`config.mk`:
```
export PLATFORM = sky130hd
export DESIGN_NAME = cam_capture_rgb332_flat
export DESIGN_NICKNAME = d
export VERILOG_FILES = /design/src/rtl/cam_capture_rgb332_pkg.sv /design/src/rtl/cam_capture_rgb332_if.sv /design/src/rtl/cam_sync_edge.sv /design/src/rtl/cam_capture_rgb332.sv /design/src/flat_wrapper.sv
export SDC_FILE = /design/constraint.sdc
export NUM_CORES = 1
export LEC_CHECK = 0
export ABC_AREA = 1
export ABC_CLOCK_PERIOD_IN_PS = 5550
export CORE_MARGIN = 3
export CORE_UTILIZATION = 28
export CTS_CLUSTER_SIZE = 14
export DETAILED_ROUTE_END_ITERATION = 12
export PLACE_DENSITY_LB_ADDON = 0.25
export SYNTH_ARGS = -nofsm -noshare
export SYNTH_HDL_FRONTEND = slang
export SYNTH_HIERARCHICAL = 1
export SYNTH_SLANG_ARGS = --single-unit
```
`constraint.sdc`:
```
create_clock -name i_clk -period 5.55 [get_ports i_clk]
set_input_delay 1.11 -clock i_clk [delete_from_list [all_inputs] [get_ports i_clk]]
set_output_delay 1.11 -clock i_clk [all_outputs]
set_load 0.02 [all_outputs]
```
`src/rtl/cam_capture_rgb332_pkg.sv`:
```
// Shared definitions for the OV7670 capture path: default geometry, FSM encoding and the
// RGB565 -> RGB332 bit-slice positions (also consumed by the display side).
package cam_capture_rgb332_pkg;

    localparam int unsigned CAM_DEF_AW       = 17;
    localparam int unsigned CAM_DEF_DW       = 8;
    localparam int unsigned CAM_DEF_SCREEN_X = 320;
    localparam int unsigned CAM_DEF_SCREEN_Y = 240;

    typedef enum logic [1:0] {
        S_WAIT_VS_HI = 2'd0,
        S_WAIT_VS_LO = 2'd1,
        S_FRAME      = 2'd2,
        S_LINE       = 2'd3
    } cam_state_e;

    // byte1 = R4..R0 G5..G3, byte2 = G2..G0 B4..B0; RGB332 keeps the top bits of each channel
    localparam int unsigned RGB_R_HI = 7;
    localparam int unsigned RGB_R_LO = 5;
    localparam int unsigned RGB_G_HI = 2;
    localparam int unsigned RGB_G_LO = 0;
    localparam int unsigned RGB_B_HI = 4;
    localparam int unsigned RGB_B_LO = 3;

endpackage

```
`src/rtl/cam_capture_rgb332_if.sv`:
```
// Write port of the dual-port frame buffer: one-cycle strobe with address and RGB332 pixel.
interface cam_capture_rgb332_if #(
    parameter int unsigned AW = 17,
    parameter int unsigned DW = 8
) ();

    logic [AW-1:0] ram_addr;
    logic [DW-1:0] ram_data;
    logic          ram_we;

    modport master (
        output ram_addr,
        output ram_data,
        output ram_we
    );

    modport slave (
        input ram_addr,
        input ram_data,
        input ram_we
    );

endinterface

```
`src/rtl/cam_sync_edge.sv`:
```
// Three-flop synchroniser for one asynchronous camera line; level and edge pulses come from
// the second and third stages so they stay aligned with a two-flop data path.
module cam_sync_edge (
    input  logic i_clk,
    input  logic i_rst,
    input  logic i_async,
    output logic o_level,
    output logic o_rise,
    output logic o_fall
);

    logic r_s1;
    logic r_s2;
    logic r_s3;

    always_ff @(posedge i_clk) begin
        if (i_rst) begin
            r_s1 <= 1'b0;
            r_s2 <= 1'b0;
            r_s3 <= 1'b0;
        end else begin
            r_s1 <= i_async;
            r_s2 <= r_s1;
            r_s3 <= r_s2;
        end
    end

    assign o_level = r_s2;
    assign o_rise  = r_s2 & ~r_s3;
    assign o_fall  = ~r_s2 & r_s3;

endmodule

```
`src/rtl/cam_capture_rgb332.sv`:
```
// OV7670 capture: oversamples the camera bus in clk, pairs RGB565 bytes, converts to RGB332
// and writes the cropped frame into the frame buffer write port.
module cam_capture_rgb332
    import cam_capture_rgb332_pkg::*;
#(
    parameter int unsigned AW           = CAM_DEF_AW,
    parameter int unsigned DW           = CAM_DEF_DW,
    parameter int unsigned CAM_SCREEN_X = CAM_DEF_SCREEN_X,
    parameter int unsigned CAM_SCREEN_Y = CAM_DEF_SCREEN_Y
) (
    input  logic                  i_clk,
    input  logic                  i_rst,
    input  logic                  i_cam_pclk,
    input  logic                  i_cam_href,
    input  logic                  i_cam_vsync,
    input  logic [7:0]            i_cam_data,
    cam_capture_rgb332_if.master  o_ram,
    output logic                  o_frame_done,
    output logic                  o_frame_err,
    output logic                  o_busy
);

    localparam int unsigned CW = $clog2(CAM_SCREEN_X + 1);
    localparam int unsigned RW = $clog2(CAM_SCREEN_Y + 1);
    localparam logic [CW-1:0] COL_MAX = CW'(CAM_SCREEN_X);
    localparam logic [RW-1:0] ROW_MAX = RW'(CAM_SCREEN_Y);

    logic       w_pclk_level, w_pclk_rise, w_pclk_fall;
    logic       w_href, w_href_rise, w_href_fall;
    logic       w_vs, w_vs_rise, w_vs_fall;
    logic [7:0] r_data_s1, r_data_s2;

    cam_sync_edge u_sync_pclk (
        .i_clk   (i_clk),
        .i_rst   (i_rst),
        .i_async (i_cam_pclk),
        .o_level (w_pclk_level),
        .o_rise  (w_pclk_rise),
        .o_fall  (w_pclk_fall)
    );

    cam_sync_edge u_sync_href (
        .i_clk   (i_clk),
        .i_rst   (i_rst),
        .i_async (i_cam_href),
        .o_level (w_href),
        .o_rise  (w_href_rise),
        .o_fall  (w_href_fall)
    );

    cam_sync_edge u_sync_vsync (
        .i_clk   (i_clk),
        .i_rst   (i_rst),
        .i_async (i_cam_vsync),
        .o_level (w_vs),
        .o_rise  (w_vs_rise),
        .o_fall  (w_vs_fall)
    );

    always_ff @(posedge i_clk) begin
        if (i_rst) begin
            r_data_s1 <= '0;
            r_data_s2 <= '0;
        end else begin
            r_data_s1 <= i_cam_data;
            r_data_s2 <= r_data_s1;
        end
    end

    cam_state_e r_state, w_state_nxt;
    logic       w_start_frame, w_end_frame, w_in_line;

    always_ff @(posedge i_clk) begin
        if (i_rst) r_state <= S_WAIT_VS_HI;
        else       r_state <= w_state_nxt;
    end

    always_comb begin
        w_state_nxt = r_state;
        unique case (r_state)
            S_WAIT_VS_HI: if (w_vs) w_state_nxt = S_WAIT_VS_LO;
            S_WAIT_VS_LO: if (!w_vs) w_state_nxt = S_FRAME;
            S_FRAME: begin
                if (w_vs)             w_state_nxt = S_WAIT_VS_LO;
                else if (w_href_rise) w_state_nxt = S_LINE;
            end
            S_LINE: begin
                if (w_vs)             w_state_nxt = S_WAIT_VS_LO;
                else if (w_href_fall) w_state_nxt = S_FRAME;
            end
            default: w_state_nxt = S_WAIT_VS_HI;
        endcase
    end

    always_comb begin
        w_start_frame = (r_state == S_WAIT_VS_LO) && !w_vs;
        w_end_frame   = ((r_state == S_FRAME) || (r_state == S_LINE)) && w_vs;
        w_in_line     = (r_state == S_LINE) && !w_vs;
    end

    logic [CW-1:0] r_col, w_col_nxt;
    logic [RW-1:0] r_row, w_row_nxt;
    logic [AW-1:0] r_row_base, w_row_base_nxt;
    logic          r_phase, w_phase_nxt;
    logic [7:0]    r_byte1, w_byte1_nxt;
    logic          r_we, w_we_nxt;
    logic [AW-1:0] r_addr, w_addr_nxt;
    logic [DW-1:0] r_data, w_data_nxt;
    logic          r_err, w_err_nxt;
    logic          r_busy, w_busy_nxt;
    logic          r_done, w_done_nxt;
    logic [DW-1:0] w_pix;

    assign w_pix = {r_byte1[RGB_R_HI:RGB_R_LO], r_byte1[RGB_G_HI:RGB_G_LO],
                    r_data_s2[RGB_B_HI:RGB_B_LO]};

    always_comb begin
        w_col_nxt      = r_col;
        w_row_nxt      = r_row;
        w_row_base_nxt = r_row_base;
        w_phase_nxt    = r_phase;
        w_byte1_nxt    = r_byte1;
        w_we_nxt       = 1'b0;
        w_addr_nxt     = r_addr;
        w_data_nxt     = r_data;
        w_err_nxt      = r_err;
        w_busy_nxt     = r_busy;
        w_done_nxt     = 1'b0;

        if (w_start_frame) begin
            w_col_nxt      = '0;
            w_row_nxt      = '0;
            w_row_base_nxt = '0;
            w_phase_nxt    = 1'b0;
            w_busy_nxt     = 1'b1;
        end

        // A frame cut short mid-line or with the wrong line count is a framing error
        if (w_end_frame) begin
            w_done_nxt  = 1'b1;
            w_busy_nxt  = 1'b0;
            w_phase_nxt = 1'b0;
            if ((r_row != ROW_MAX) || (r_state == S_LINE)) w_err_nxt = 1'b1;
        end

        if (w_in_line) begin
            // Byte on the same clk as href falling is still part of the line
            if (w_pclk_rise && (w_href || w_href_fall)) begin
                if (!r_phase) begin
                    w_byte1_nxt = r_data_s2;
                    w_phase_nxt = 1'b1;
                end else begin
                    w_phase_nxt = 1'b0;
                    if ((r_col < COL_MAX) && (r_row < ROW_MAX)) begin
                        w_we_nxt   = 1'b1;
                        w_addr_nxt = r_row_base + AW'(r_col);
                        w_data_nxt = w_pix;
                    end
                    if (r_col < COL_MAX) w_col_nxt = r_col + 1'b1;
                end
            end

            if (w_href_fall) begin
                if ((w_col_nxt != '0) && (r_row < ROW_MAX)) begin
                    w_row_nxt      = r_row + 1'b1;
                    w_row_base_nxt = r_row_base + AW'(CAM_SCREEN_X);
                end
                if (w_phase_nxt) w_err_nxt = 1'b1;
                w_phase_nxt = 1'b0;
                w_col_nxt   = '0;
            end
        end
    end

    always_ff @(posedge i_clk) begin
        if (i_rst) begin
            r_col      <= '0;
            r_row      <= '0;
            r_row_base <= '0;
            r_phase    <= 1'b0;
            r_byte1    <= '0;
            r_we       <= 1'b0;
            r_addr     <= '0;
            r_data     <= '0;
            r_err      <= 1'b0;
            r_busy     <= 1'b0;
            r_done     <= 1'b0;
        end else begin
            r_col      <= w_col_nxt;
            r_row      <= w_row_nxt;
            r_row_base <= w_row_base_nxt;
            r_phase    <= w_phase_nxt;
            r_byte1    <= w_byte1_nxt;
            r_we       <= w_we_nxt;
            r_addr     <= w_addr_nxt;
            r_data     <= w_data_nxt;
            r_err      <= w_err_nxt;
            r_busy     <= w_busy_nxt;
            r_done     <= w_done_nxt;
        end
    end

    assign o_ram.ram_addr = r_addr;
    assign o_ram.ram_data = r_data;
    assign o_ram.ram_we   = r_we;
    assign o_frame_done   = r_done;
    assign o_frame_err    = r_err;
    assign o_busy         = r_busy;

    logic w_unused;
    assign w_unused = ^{w_pclk_level, w_pclk_fall, w_vs_rise, w_vs_fall, r_byte1[4:3]};

endmodule
```
`src/flat_wrapper.sv`:
```
// flat-port wrapper written by rule: the top's interface ports become plain ports
module cam_capture_rgb332_flat import cam_capture_rgb332_pkg::*;
#(
    parameter int unsigned AW           = CAM_DEF_AW,
    parameter int unsigned DW           = CAM_DEF_DW,
    parameter int unsigned CAM_SCREEN_X = CAM_DEF_SCREEN_X,
    parameter int unsigned CAM_SCREEN_Y = CAM_DEF_SCREEN_Y
)
  (i_clk, i_rst, i_cam_pclk, i_cam_href, i_cam_vsync, i_cam_data, o_frame_done, o_frame_err, o_busy, o_ram_ram_addr, o_ram_ram_data, o_ram_ram_we);
  cam_capture_rgb332_if #(.AW(AW), .DW(DW)) o_ram_i ();
  input  logic i_clk;
  input  logic i_rst;
  input  logic i_cam_pclk;
  input  logic i_cam_href;
  input  logic i_cam_vsync;
  input  logic [7:0] i_cam_data;
  output logic o_frame_done;
  output logic o_frame_err;
  output logic o_busy;
  output wire logic [$bits(o_ram_i.ram_addr)-1:0] o_ram_ram_addr;
  output wire logic [$bits(o_ram_i.ram_data)-1:0] o_ram_ram_data;
  output wire logic [$bits(o_ram_i.ram_we)-1:0] o_ram_ram_we;
  assign o_ram_ram_addr = o_ram_i.ram_addr;
  assign o_ram_ram_data = o_ram_i.ram_data;
  assign o_ram_ram_we = o_ram_i.ram_we;
  cam_capture_rgb332 #(.AW(AW), .DW(DW), .CAM_SCREEN_X(CAM_SCREEN_X), .CAM_SCREEN_Y(CAM_SCREEN_Y)) u_core (.i_clk(i_clk), .i_rst(i_rst), .i_cam_pclk(i_cam_pclk), .i_cam_href(i_cam_href), .i_cam_vsync(i_cam_vsync), .i_cam_data(i_cam_data), .o_ram(o_ram_i), .o_frame_done(o_frame_done), .o_frame_err(o_frame_err), .o_busy(o_busy));
endmodule
```
# Yosys cells after proc, flatten, opt, wreduce, memory -nomap -nowiden
# Cells that the tools add are included.
[classes]
bitwise = 9
add_sub_neg = 4
n_eq_ne = 8
reduce_logical = 17
n_lt_le_gt_ge = 2
muxes = 36
[ops]
columns = ["op", "count"]
rows = [
  ["17-bit 2-to-1 mux", 4],
  ["9-bit 2-to-1 mux", 7],
  ["8-bit 2-to-1 mux", 4],
  ["17-bit by 9-bit adder with 17-bit output", 1],
  ["17-bit by 9-bit adder with 17-bit output, second input constant", 1],
  ["1-bit 2-to-1 mux", 14],
  ["2-bit 2-to-1 mux", 6],
  ["9-bit by 1-bit adder with 9-bit output, second input constant", 1],
  ["9-bit less-than comparator, second input constant", 1],
  ["9-bit nonzero test", 1],
  ["8-bit by 1-bit adder with 8-bit output, second input constant", 1],
  ["8-bit less-than comparator, second input constant", 1],
  ["8-bit inequality test, second input constant", 1],
  ["2-bit one-hot mux with 4 select lines", 1],
  ["4-bit AND reduction", 2],
  ["1-bit logical AND", 6],
  ["1-bit inverter", 6],
  ["2-bit equality test, second input constant", 2],
  ["2-bit inequality test, second input constant", 2],
  ["4-bit OR reduction", 1],
  ["1-bit AND", 3],
  ["1-bit logical OR", 3],
  ["3-bit by 2-bit inequality test with 1-bit output, second input constant", 1],
  ["3-bit inequality test, second input constant", 1],
  ["5 further kinds", 5],
]
[totals]
regBits = 98
out_inout_bits = 29

# Longest topological paths before layout
[depth]
word_depth = 12
depth_mapped = 17
mapped_depth_nobuf = 17

# Hierarchy
# The synthesis kept the hierarchy.
[by_module_without_submodules]
columns = ["mod", "seq_area_each_um2", "area_each_um2", "n_inst", "cells_each"]
rows = [
  ["cam_capture_rgb332", 1761.7, 4668.2, 1, 692],
  ["cam_sync_edge", 60.1, 93.8, 3, 12],
]

# Least setup slack after synthesis
# Ideal clock, no wire load.
[synth_timing]
path_kind = "register to register"
startpoint = "register u_core.r_col[0]"
endpoint = "register u_core.r_addr[12], in the netlist u_core/o_ram.ram_addr[12]"
synth_period_minus_slack_ns = 2.083
t_arrival_ns = 1.967
path_buffers = 0
slack_ns = 3.467
setup_ns = 0.115
stages_incl_launch_ff = 12
path_cell_list = "dfxtp_1 ha_1 inv_1 fa_1 o21ai_0 nand3_1 nand2_1 a31oi_1 nor2_1 nor2_1 o21ai_0 inv_1"
[synth_between]
elab_chain_cells = 3
[synth_lines]
columns = ["item", "line_no", "source"]
rows = [
  ["start: declaration", "cam_capture_rgb332.sv:101", "logic [CW-1:0] r_col, w_col_nxt;"],
  ["start signal: assignment", "cam_capture_rgb332.sv:189", "r_col <= w_col_nxt;"],
  ["9-bit less-than comparator", "cam_capture_rgb332.sv:154", "if ((r_col < COL_MAX) && (r_row < ROW_MAX)) begin"],
  ["1-bit logical AND", "cam_capture_rgb332.sv:154", ""],
  ["4-bit AND reduction (no source line)", "--", ""],
  ["end signal: assignment", "cam_capture_rgb332.sv:195", "r_addr <= w_addr_nxt;"],
  ["end: declaration", "cam_capture_rgb332.sv:107", "logic [AW-1:0] r_addr, w_addr_nxt;"],
]
# Parallel ways exist; a longest one is shown, timed or not.
# A chain may end at the register's enable or synchronous reset.

# Worst setup path in the final report
[layout_timing]
startpoint = "register u_core.u_sync_vsync.r_s2, in the netlist u_core/u_sync_vsync/o_level"
endpoint = "register u_core.r_row_base[14]"
[layout_between]
elab_chain_cells = 12
[layout_lines]
columns = ["item", "line_no", "source"]
rows = [
  ["start: declaration", "cam_sync_edge.sv:13", "logic r_s2;"],
  ["start signal: assignment", "cam_sync_edge.sv:23", "r_s2 <= r_s1;"],
  ["1-bit logical NOT (*)", "--", ""],
  ["1-bit logical AND", "cam_capture_rgb332.sv:96", "w_start_frame = (r_state == S_WAIT_VS_LO) && !w_vs;"],
  ["9-bit 2-to-1 mux", "cam_capture_rgb332.sv:130", "if (w_start_frame) begin"],
  ["9-bit 2-to-1 mux", "cam_capture_rgb332.sv:159", "if (r_col < COL_MAX) w_col_nxt = r_col + 1'b1;"],
  ["9-bit 2-to-1 mux", "cam_capture_rgb332.sv:149", "if (!r_phase) begin"],
  ["9-bit 2-to-1 mux", "cam_capture_rgb332.sv:148", "if (w_pclk_rise && (w_href || w_href_fall)) begin"],
  ["9-bit 2-to-1 mux", "cam_capture_rgb332.sv:146", "if (w_in_line) begin"],
  ["9-bit nonzero test", "cam_capture_rgb332.sv:164", "if ((w_col_nxt != '0) && (r_row < ROW_MAX)) begin"],
  ["1-bit logical AND", "cam_capture_rgb332.sv:164", ""],
  ["17-bit 2-to-1 mux", "cam_capture_rgb332.sv:164", ""],
  ["17-bit 2-to-1 mux", "cam_capture_rgb332.sv:163", "if (w_href_fall) begin"],
  ["17-bit 2-to-1 mux (*)", "cam_capture_rgb332.sv:146", ""],
  ["end signal: assignment", "cam_capture_rgb332.sv:191", "r_row_base <= w_row_base_nxt;"],
  ["end: declaration", "cam_capture_rgb332.sv:103", "logic [AW-1:0] r_row_base, w_row_base_nxt;"],
]
# Every way passes the cells marked *; elsewhere a longest branch is shown, timed or not. The select of a mux whose other input is x is not followed.

==> flow_metrics.tcl <==
set metrics [dict create \
    run_status "finished clean" \
    route.detailed.drc 0 \
    die_h_microns 138.3 \
    wirelength_microns 11460 \
    hold_slack_ns 0.3970 \
    drt_iter0_drc 307 \
    clk_path_buf_depth 2 \
    leakage_uw 0.002582 \
    grt_pass1_vias 3934 \
    coreArea_sq_mm 0.01688 \
    fin_setup_tns_ns 0 \
    clk_pin_slew_ns 0.07 \
    cts_setup_buffers 0 \
    irDropWorstVdd_uv 147.0 \
    wl_per_cell_microns 11.79 \
    setup_ws_ns 2.981 \
    fmaxAchievable_mhz 389.2 \
    area_growth_syn_to_layout_pct 17.66 \
    track_usage_pct 12.13 \
    dp_slack_ns 2.968 \
    whs_path_depth 2 \
    drive_gt1_share_pct 6.117 \
    critical_path_arrival_ns 2.83 \
    die_width_microns 138.3 \
    syn_area_per_cell_sq_um 6.810 \
    fin_nets 774 \
    overflow 0 \
    finalCriticalPeriod_ns 2.569 \
    cts_hold_buf 0 \
    drtPass1Iterations 4 \
    syn_area_sq_mm 0.004903 \
    clock_latency_ns 0.35 \
    path_class "reg2reg" \
    synth_nets 747 \
    worstRegToRegCells 13 \
    num_rows 47 \
    worstMarginPinSlew_ns 0.8148 \
    post_cts_resized 0 \
    antennaDiodeCount 0 \
    start_util_pct 29.05 \
    maxSlewViolCount 0 \
    antenna_left 0 \
    cts_buffers 9 \
    slew_headroom_pct 45.35 \
    critPathMaxFanout 37 \
    skew_ns 0.01010 \
    grt_pass1_wl_microns 19380 \
    dieArea_sq_mm 0.01914 \
    syn_inst 720 \
    fin_total_pwr_uw 1360 \
    dr_total_vias 4382 \
    htreeDepth 3 \
    dp_hpwl_microns 7809 \
    cts_root_buffer "clkbuf_16" \
    hold_path_class "reg2reg" \
    pin_count 42 \
    viasPerCell 4.508 \
    critPathLaunchType "flip-flop" \
    required_ns 5.81 \
    setup_viol 0 \
    grt_max_degree 57 \
    yosysWarningCount 6 \
    gp_congestion 0.8087 \
    grt_antenna_before_repair 0 \
    critPathCaptureType "flip-flop" \
    port_buffers 41 \
    rsz0062_at_grt "no" \
    dpl-instance-area_sq_mm 0.005469 \
    cts_tree "done" \
    power_density_mw_per_mm2 235.7 \
    design_area_sq_mm 0.005769 \
    cts.sinks 96 \
    hold_viol_final 0 \
    max-cap-violations 0 \
    post-route-period-util_pct 46.29 \
]
[layout by cell type, fill, tap and decap left out, types with 4 or more instances in the layout]
cell type and n:
clkbuf_16 9, nor2_2 5, a21oi_2 6, nand4_1 10, xnor2_1 8, nand3_1 55, a31oi_1 5, ha_1 13
o21ai_0 33, o22ai_1 4, clkdlybuf4s50_1 40, buf_4 4, nor2_1 120, a21oi_1 34, nand2_1 147, xor2_1 14
or2_2 4, inv_1 110, dfxtp_1 96
[flip-flops by register name, summed over array words and instances (netlist names)]
name,flops
u_core/o_busy,1
u_core/o_frame_done,1
u_core/o_frame_err,1
u_core/o_ram.ram_addr,17
u_core/o_ram.ram_data,8
u_core/o_ram.ram_we,1
u_core/r_byte1,6
u_core/r_col,9
u_core/r_data_s1,8
u_core/r_data_s2,8
u_core/r_phase,1
u_core/r_row,8
u_core/r_row_base,17
u_core/r_state,2
u_core/u_sync_href/o_level,1
u_core/u_sync_href/r_s1,1
u_core/u_sync_href/r_s3,1
u_core/u_sync_pclk/o_level,1
u_core/u_sync_pclk/r_s1,1
u_core/u_sync_pclk/r_s3,1
u_core/u_sync_vsync/o_level,1
u_core/u_sync_vsync/r_s1,1
[through the flow]
step	utilization, %	std cells
after global routing	34.18	972
after detailed placement	32.40	956
after CTS	34.18	972
after floorplan	-	720
after global placement	32.40	956
final	34.18	972
[routing by layer]
metal  up-vias  share of wire (%)  track usage [%]
li1       2313                  -                -
met1      2009                 51            15.83
met2        51                 45            19.96
met3         9                2.9            2.659
met4         0                1.4            4.056
met5         -                  0                0
[worst max-delay path, stage by stage, from the launching register on]
cell and delay [ns]:
dfxtp_1 0.47, nor2_2 0.08, nand2_2 0.57, nand2_1 0.15, nand2_1 0.10, o21ai_0 0.12, nand2_1 0.11, nor2_2 0.06
nand2_4 0.25, nand2_1 0.26, nand2_1 0.12, nand3_1 0.07, nand2_1 0.07, inv_1 0.04
[power by group]
group	internal, uW	switching (uW)	total, uW	leakage (uW)
combinational	14.5	26.1	40.6	0.00166
clock	327	291	618	0.000144
sequential	698	3.66	701	0.000778
[worst paths after layout]
path                                     startpoint                          endpoint  slack [ns]
max reg2reg  u_core/u_sync_vsync/o_level$_SDFF_PP0_  u_core/r_row_base[14]$_SDFF_PP0_        2.98
min reg2reg          u_core/r_data_s1[6]$_SDFF_PP0_    u_core/r_data_s2[6]$_SDFF_PP0_        0.40
min                  u_core/r_data_s1[6]$_SDFF_PP0_    u_core/r_data_s2[6]$_SDFF_PP0_        0.40
max          u_core/u_sync_vsync/o_level$_SDFF_PP0_  u_core/r_row_base[14]$_SDFF_PP0_        2.98
[area by class of cell]
type	count	area (sq um)
fill	1841	11110
sequential	96	1922
inverter	112	420.4
multi-input combinational	483	2416
clock buffer	10	239.0
clock inverter	6	61.31
tap	220	275.3
timing repair buffer	45	435.4
Note: power is estimated with default switching activity, not from simulation.
